<file path="config.mk">
export PLATFORM = sky130hd
export DESIGN_NAME = systolic_data_loader
export DESIGN_NICKNAME = d
export VERILOG_FILES = /design/src/rtl/systolic_pkg.sv /design/src/rtl/systolic_data_loader_addr_gen.sv /design/src/rtl/systolic_data_loader.sv
export SDC_FILE = /design/constraint.sdc
export NUM_CORES = 1
export LEC_CHECK = 0
export CAP_MARGIN = 25
export CORE_ASPECT_RATIO = 0.7
export CORE_MARGIN = 1.5
export CORE_UTILIZATION = 43
export DETAILED_ROUTE_END_ITERATION = 8
export PLACE_DENSITY = 0.75
export SETUP_SLACK_MARGIN = 0.1
export SLEW_MARGIN = 25
export SYNTH_ARGS = -nofsm -noshare
export SYNTH_HDL_FRONTEND = slang
export SYNTH_HIERARCHICAL = 1
export SYNTH_SLANG_ARGS = --single-unit
</file>
<file path="constraint.sdc">
create_clock -name clk -period 2.4 [get_ports clk]
set_input_delay 0.48 -clock clk [delete_from_list [all_inputs] [get_ports clk]]
set_output_delay 0.48 -clock clk [all_outputs]
set_load 0.02 [all_outputs]
</file>
<file path="src/rtl/systolic_pkg.sv">
`default_nettype none
// ============================================================================
// Module   : systolic_pkg
// Brief    : Shared types and operand-RAM geometry for the systolic array.
// Revision : 1.0 - initial release
// ============================================================================
package systolic_pkg;

    localparam int OPERAND_DEPTH  = 256;
    localparam int OPERAND_ADDR_W = 8;

    typedef enum logic [1:0] {
        IDLE      = 2'd0,
        LOAD      = 2'd1,
        DONE      = 2'd2,
        WAIT_CALC = 2'd3
    } loader_state_t;

    typedef enum logic [1:0] {
        BANK_A0 = 2'd0,
        BANK_A1 = 2'd1,
        BANK_W0 = 2'd2,
        BANK_W1 = 2'd3
    } bank_sel_t;

    function automatic bank_sel_t next_bank(input bank_sel_t b);
        return bank_sel_t'(b + 2'd1);
    endfunction

endpackage
`default_nettype wire

</file>
<file path="src/rtl/systolic_data_loader_addr_gen.sv">
`default_nettype none
// ============================================================================
// Module   : loader_addr_gen
// Brief    : Word/bank counters for the operand loader with final-word flag.
// Revision : 1.0 - initial release
// ============================================================================
module loader_addr_gen
    import systolic_pkg::*;
#(
    parameter int DEPTH  = OPERAND_DEPTH,
    parameter int WORD_W = $clog2(DEPTH)
) (
    input  logic              clk,
    input  logic              rst_n,
    input  logic              adv,
    input  logic              clr,
    output logic [WORD_W-1:0] word,
    output bank_sel_t         bank,
    output logic              is_final
);

    localparam logic [WORD_W-1:0] c_LAST_WORD = WORD_W'(DEPTH - 1);

    logic [WORD_W-1:0] r_word;
    bank_sel_t         r_bank;
    logic              w_wrap;

    assign w_wrap = (r_word == c_LAST_WORD);

    always_ff @(posedge clk) begin
        if (!rst_n || clr) begin
            r_word <= '0;
            r_bank <= BANK_A0;
        end else if (adv) begin
            if (w_wrap) begin
                r_word <= '0;
                r_bank <= next_bank(r_bank);
            end else begin
                r_word <= r_word + WORD_W'(1);
            end
        end
    end

    assign word     = r_word;
    assign bank     = r_bank;
    assign is_final = w_wrap && (r_bank == BANK_W1);

endmodule
`default_nettype wire

</file>
<file path="src/rtl/systolic_data_loader.sv">
`default_nettype none
// ============================================================================
// Module   : systolic_data_loader
// Brief    : Streams bytes into the A0/A1/W0/W1 operand banks, then waits
//            for the array controller to release it.
// Revision : 1.0 - initial release
// ============================================================================
module systolic_data_loader
    import systolic_pkg::*;
#(
    parameter int DATA_W = 8,
    parameter int ADDR_W = OPERAND_ADDR_W,
    parameter int DEPTH  = OPERAND_DEPTH
) (
    input  logic              clk,
    input  logic              rst_n,
    input  logic              load_start,
    input  logic [DATA_W-1:0] in_data,
    input  logic              in_valid,
    input  logic              in_last,
    output logic              in_ready,
    output logic [ADDR_W-1:0] ram_a0_addr,
    output logic [DATA_W-1:0] ram_a0_data,
    output logic              ram_a0_wren,
    output logic [ADDR_W-1:0] ram_a1_addr,
    output logic [DATA_W-1:0] ram_a1_data,
    output logic              ram_a1_wren,
    output logic [ADDR_W-1:0] ram_w0_addr,
    output logic [DATA_W-1:0] ram_w0_data,
    output logic              ram_w0_wren,
    output logic [ADDR_W-1:0] ram_w1_addr,
    output logic [DATA_W-1:0] ram_w1_data,
    output logic              ram_w1_wren,
    output logic              data_load_done,
    input  logic              calc_done,
    output logic              load_busy,
    output logic              load_err
);

    localparam int c_WORD_W = $clog2(DEPTH);
    localparam int c_BANKS  = 4;

    loader_state_t       r_state;
    loader_state_t       w_next;
    logic                r_calc_flag;
    logic                r_done;
    logic                r_err;
    logic [ADDR_W-1:0]   r_addr [c_BANKS];
    logic [DATA_W-1:0]   r_data [c_BANKS];
    logic [c_BANKS-1:0]  r_wren;

    logic [c_WORD_W-1:0] w_word;
    bank_sel_t           w_bank;
    logic                w_is_final;
    logic                w_accept;
    logic                w_early_last;
    logic                w_clr;

    assign w_accept     = (r_state == LOAD) && in_valid;
    // in_last on the very last word is expected, so only earlier ones abort
    assign w_early_last = w_accept && in_last && !w_is_final;
    assign w_clr        = (r_state == IDLE) || w_early_last;

    loader_addr_gen #(
        .DEPTH  (DEPTH),
        .WORD_W (c_WORD_W)
    ) u_addr_gen (
        .clk      (clk),
        .rst_n    (rst_n),
        .adv      (w_accept),
        .clr      (w_clr),
        .word     (w_word),
        .bank     (w_bank),
        .is_final (w_is_final)
    );

    always_comb begin
        w_next = r_state;
        case (r_state)
            IDLE:      if (load_start) w_next = LOAD;
            LOAD: begin
                if (w_accept && w_is_final) begin
                    w_next = DONE;
                end else if (w_early_last) begin
                    w_next = IDLE;
                end
            end
            DONE:      w_next = WAIT_CALC;
            WAIT_CALC: if (calc_done || r_calc_flag) w_next = IDLE;
            default:   w_next = IDLE;
        endcase
    end

    always_ff @(posedge clk) begin
        if (!rst_n) begin
            r_state     <= IDLE;
            r_calc_flag <= 1'b0;
            r_done      <= 1'b0;
            r_err       <= 1'b0;
        end else begin
            r_state <= w_next;
            r_done  <= w_accept && w_is_final;
            r_err   <= w_early_last;
            // calc_done seen during DONE must still release WAIT_CALC
            if (w_next == IDLE) begin
                r_calc_flag <= 1'b0;
            end else if (r_state == DONE && calc_done) begin
                r_calc_flag <= 1'b1;
            end
        end
    end

    for (genvar gi = 0; gi < c_BANKS; gi++) begin : g_bank
        logic w_hit;
        assign w_hit = w_accept && (w_bank == bank_sel_t'(2'(gi)));

        always_ff @(posedge clk) begin
            if (!rst_n) begin
                r_wren[gi] <= 1'b0;
                r_addr[gi] <= '0;
                r_data[gi] <= '0;
            end else begin
                r_wren[gi] <= w_hit;
                if (w_hit) begin
                    r_addr[gi] <= ADDR_W'(w_word);
                    r_data[gi] <= in_data;
                end
            end
        end
    end

    assign in_ready       = (r_state == LOAD);
    assign load_busy      = (r_state != IDLE);
    assign data_load_done = r_done;
    assign load_err       = r_err;

    assign ram_a0_addr = r_addr[0];
    assign ram_a0_data = r_data[0];
    assign ram_a0_wren = r_wren[0];
    assign ram_a1_addr = r_addr[1];
    assign ram_a1_data = r_data[1];
    assign ram_a1_wren = r_wren[1];
    assign ram_w0_addr = r_addr[2];
    assign ram_w0_data = r_data[2];
    assign ram_w0_wren = r_wren[2];
    assign ram_w1_addr = r_addr[3];
    assign ram_w1_data = r_data[3];
    assign ram_w1_wren = r_wren[3];

endmodule
`default_nettype wire
</file>
# After elaboration in Yosys (flattened, before gate mapping)
# Memory sizes are Yosys's and may differ from the RTL's.
# Index checks and enable logic that the tools add are counted.
dict set report op_classes {
  bitwise_logic 9
  n_mux 27
  eq_ne 7
  n_reduce_logical 21
  add_sub_neg 2
}
# op n
set op_table {}
lappend op_table {{$mux W8} 9}
lappend op_table {{$mux W1} 13}
lappend op_table {{$logic_and A1 B1 Y1} 10}
lappend op_table {{$add A8 B1 Y8 const B} 1}
lappend op_table {{$eq A2 B2 Y1 const B} 4}
lappend op_table {{$eq A8 B8 Y1 const B} 1}
lappend op_table {{$mux W2} 4}
lappend op_table {{$or A1 B1 Y1} 8}
lappend op_table {{$pmux W2 S4} 1}
lappend op_table {{$logic_not A2 Y1} 3}
lappend op_table {{$eq A2 B1 Y1 const B} 2}
lappend op_table {{$logic_or A1 B1 Y1} 3}
lappend op_table {{$add A2 B1 Y2 const B} 1}
lappend op_table {{$logic_not A1 Y1} 2}
lappend op_table {{$reduce_and A2 Y1} 1}
lappend op_table {{$reduce_bool A2 Y1} 1}
lappend op_table {{$reduce_or A2 Y1} 1}
lappend op_table {{$not A1 Y1} 1}
dict set report word_totals {
  output_inout_bits 72
  n_memories 2
  input_bits 14
  ram_bits 64
  reg_bits 19
}
# name words width read_ports rd_clocked_by_memory_dff write_ports line
set mem_list {}
lappend mem_list {r_addr 4 8 4 0 4 systolic_data_loader.sv:48} ;# logic [ADDR_W-1:0] r_addr [c_BANKS];
lappend mem_list {r_data 4 8 4 0 4 systolic_data_loader.sv:49} ;# logic [DATA_W-1:0] r_data [c_BANKS];

# Longest topological paths before layout
dict set report logic_depth {
  word_depth 9
  mapped_depth 8
}

# Cells and area by module
# Netlist, hierarchy kept.
# module area_each_um2 seq_area_each_um2 instances cells_each
set modules_own_cells {}
lappend modules_own_cells {systolic_data_loader 2763.9 2102.0 1 175}
lappend modules_own_cells {loader_addr_gen 469.2 200.2 1 51}

# Least setup slack after synthesis
# No wires, ideal clock.
dict set report synth_timing {
  path_kind {register to register}
  start {reg r_state[1]}
  end {mem r_addr[0][0] in the netlist's numbering (enable)}
  setup_slack_ns 0.038
  path_stages_with_launch 4
  synth_period_minus_slack_ns 2.362
  t_arrival_ns 1.947
  t_required_ns 1.986
  cell_sequence {dfxtp_1 buf_2 nand3b_1 o31ai_1}
}
# element line
set synth_lines {}
lappend synth_lines {{start: declaration} systolic_data_loader.sv:43} ;# loader_state_t r_state;
lappend synth_lines {{start signal: assignment} systolic_data_loader.sv:101} ;# r_state <= w_next;
lappend synth_lines {{end: declaration} systolic_data_loader.sv:48}

# Worst setup path in the final report
dict set report layout_timing {
  start {reg r_state[0]}
  end {out in_ready}
}
dict set report layout_between {
  elab_chain_len 1
}
# element line
set layout_lines {}
lappend layout_lines {{$eq A2 B1 Y1} systolic_data_loader.sv:132} ;# assign in_ready = (r_state == LOAD);
lappend layout_lines {{end: declaration} systolic_data_loader.sv:21} ;# output logic in_ready,
# No other way between the ends.

==> impl_results.md <==
* Share of the clock period used by the worst path after layout at 88.92%
* Post-synthesis async set-or-reset flop share at 0%
* Startpoint kind of the worst setup timing path: flip-flop
* Total gr overflow at 0
* Number of stages on the worst setup path at 2
* Cells after synthesis at around 230
* Clock sinks at 83
* Critical-path top delay cell: clkdlybuf4s50_1
* Distinct cells, synth at 35
* First-pass GRT wire length at 10560 um
* Clock transition at the registers of the reported paths at 0.08 ns
* Top flip-flop cell by instance count after synthesis: edfxtp_1
* Clock latency of the later-clocked register in the worst-skew pair at 0.34 ns
* Largest stage delay, worst path at 0.62 ns
* Number of max-cap violations at 0
* Library cell used as clock root buffer: clkbuf_8
* Routed wire length per instance at 16.18 um
* Number of nets produced by synthesis at 242
* Row count at 26
* Total routing resource utilization after global routing at 18.31%
* Worst Hold Path Cells at 2
* Outcome: completed
* # Post-CTS Setup Buffers at 0
* Buffer levels on the longest clock path at 2
* Kind of critical path: reg -> out
* Maximum clock frequency at between 0.4 and 0.5 GHz
* Count of antenna diodes in the layout at 0
* Data arrival time of the critical path at about 1.7 ns
* Endpoints failing setup at 0
* Ratio of cells with drive above 1 in the final layout at 10.84%
* Count of H-tree levels built during CTS at 3
* Via count of the first global-routing pass at 1944
* Setup slack at placement at about 0.18 ns
* Total Die Area at approximately 8000 um^2
* Largest fanout on the critical path at 8
* Path class of the lowest-slack min-delay path: reg -> reg
* Post-Route Setup TNS at 0 ns
* Count of cells resized by post-cts repair at 0
* Antenna Violating Nets Remaining at 0
* Mean instance size in the synthesized netlist at 14.31 um^2
* Total standard cell area after synthesis at between 3000 and 4000 um^2
* Worst setup margin at 0.2659 ns
* Count of final max-slew check failures at 0
* Count of flip-flops with a built-in enable after synthesis at 64
* Kind of end point of the critical path: output port
* Largest net degree at the start of global routing at 18
* Data required time at the worst endpoint at 1.92 ns
* Unrepaired setup endpoints after global routing: false
* DRT Pass-1 Iters at 4
* Vias after detailed routing at about 2100
* Iteration-0 DRC Markers at between 90 and 100
* Number of buffers inserted for hold repair after clock tree synthesis at 0
* Total Nets Final at 343
* TritonCTS clock tree: done
* Hold Violations, Final at 0
* Area growth from synthesis to final layout at 39.59%
* Delay-heaviest family, CP: buffers and inverters
* Horizontal die dimension at 106.6 um
* Global placer's final weighted congestion at approximately 0.78
* Worst slew pin tran at 0.5569 ns
* Initial antenna violation count at 0
* HPWL after detailed placement at 4859 um
* DRC violations left at 0
* Worst slew margin at 62.75%
* Die Span Y at 75.55 um
* Period minus WS final at between 2 and 2.5 ns
* Worst-case reg-to-reg path depth at 8
* Num CTS Buffers at 9
* Design Power at between 3 and 4 mW
* Number of buffers inserted by port buffering at 85
* Count of state elements after synthesis at just over 80
* Leakage power of the design at 1.624 nW
* Power per unit of standard cell area at between 600 and 700 nW/um^2
* Detailed-route vias per instance at 4.786
* Worst ir drop on vdd at 0.2676 mV
* Core footprint at 7287 um^2
* Worst path buffer plus inverter count at 1
* Initial core utilization at 44.37%
* Skew final at 0.005674 ns
* Part of the Yosys area used for sequential elements at 71.21%
* Synth warnings at 6
* Drt total wl at 6959 um
* Boundary Pins at 86
* Worst-path cell chain: nor2b_1, clkdlybuf4s50_1
worst paths after layout:
kind,to,startpoint,slack (ns)
worst max-delay path,in_ready,r_state[0],0.27
worst min-delay path,r_calc_flag,r_calc_flag,0.56
worst max register to register,u_addr_gen/word[5],u_addr_gen/word[1],0.37
worst min register to register,r_calc_flag,r_calc_flag,0.56
cells in the mapped netlist (3+ instances only):
cell | n | share of area (%)
and2_1 | 64 | 12
edfxtp_1 | 64 | 59
dfxtp_1 | 19 | 12
nor2_1 | 10 | 1.2
o21ai_0 | 9 | 1.4
nand2_1 | 7 | 0.81
buf_2 | 4 | 0.62
inv_1 | 4 | 0.46
nand2b_1 | 4 | 0.77
a21oi_1 | 3 | 0.46
nor2_4 | 3 | 1.0
or3_1 | 3 | 0.58
through the flow:
step / area [um^2] / cells / hold WS, ns / util [%]
after floorplan: 3238 / 226 / 0.5008 / -
after global placement: 4272 / 414 / 0.5383 / 58.62
after detailed placement: 4272 / 414 / 0.5412 / 58.62
after CTS: 4513 / 430 / 0.5564 / 61.93
after global routing: 4513 / 430 / 0.5767 / 61.93
final: 4513 / 430 / 0.5592 / 61.93
layout by cell type, fill, tap and decap left out, drive strengths merged, types with 4 or more instances in the layout:
| cell type | instances |
|---|---|
| nand4 | 4 |
| o21ai | 9 |
| buf | 10 |
| inv | 4 |
| clkdlybuf4s50 | 85 |
| edfxtp | 64 |
| clkbuf | 10 |
| and2 | 64 |
| nand2b | 4 |
| nor2 | 13 |
| dfxtp | 19 |
| nand2 | 7 |
final cells by class:
cell class	instances	area [um^2]
Timing Repair Buffer	95	938.4
Fill cell	572	2774
Sequential cell	83	2302
Clock inverter	6	113.9
Multi-Input combinational cell	134	893.4
Clock buffer	10	127.6
Tap cell	98	122.6
Inverter	4	15.01
worst register-to-register path: stages, from the launching register on:
cell and delay (ns):
dfxtp_1 0.52, ha_1 0.29, nand4_1 0.11, nor2_1 0.22
nand2b_1 0.15, o21ai_0 0.09, nor2b_1 0.21, o21ai_0 0.20
a21oi_1 0.17
routing by layer:
layer	vias to the layer above	track usage, %	routed length [um]
li1	1005	-	-
met1	967	24.69	3178
met2	84	29.34	3176
met3	2	6.330	590
met4	0	3.852	14
met5	-	0	0
sequential cells by signal, summed over array words and instances (netlist names):
signal           count
ram_a1_wren          1
u_addr_gen/bank      2
ram_w0_wren          1
r_calc_flag          1
u_addr_gen/word      8
r_data              32
ram_w1_wren          1
load_err             1
r_state              2
data_load_done       1
r_addr              32
ram_a0_wren          1
power by group:
group | switching [mW] | total (mW) | internal, mW
logic | 0.157 | 0.298 | 0.141
clock network | 0.494 | 1.19 | 0.693
registers | 0.0256 | 1.63 | 1.60
cells by family (layout without fill, tap and decap cells):
| family | after synthesis | in the layout | synth area share, % |
|---|---|---|---|
| flip-flops | 83 | 83 | 71.21 |
| buffers and inverters | 9 | 115 | 1.432 |
| multiplexers | 1 | 1 | 0.3096 |
| AND/OR/NAND/NOR | 105 | 105 | 21.01 |
| AO/OA/AOI/OAI | 22 | 22 | 4.179 |
| XOR/XNOR | 4 | 4 | 1.084 |
| adder cells (fa/ha/maj) | 2 | 2 | 0.7739 |
Note: power is estimated with default switching activity, not from simulation.
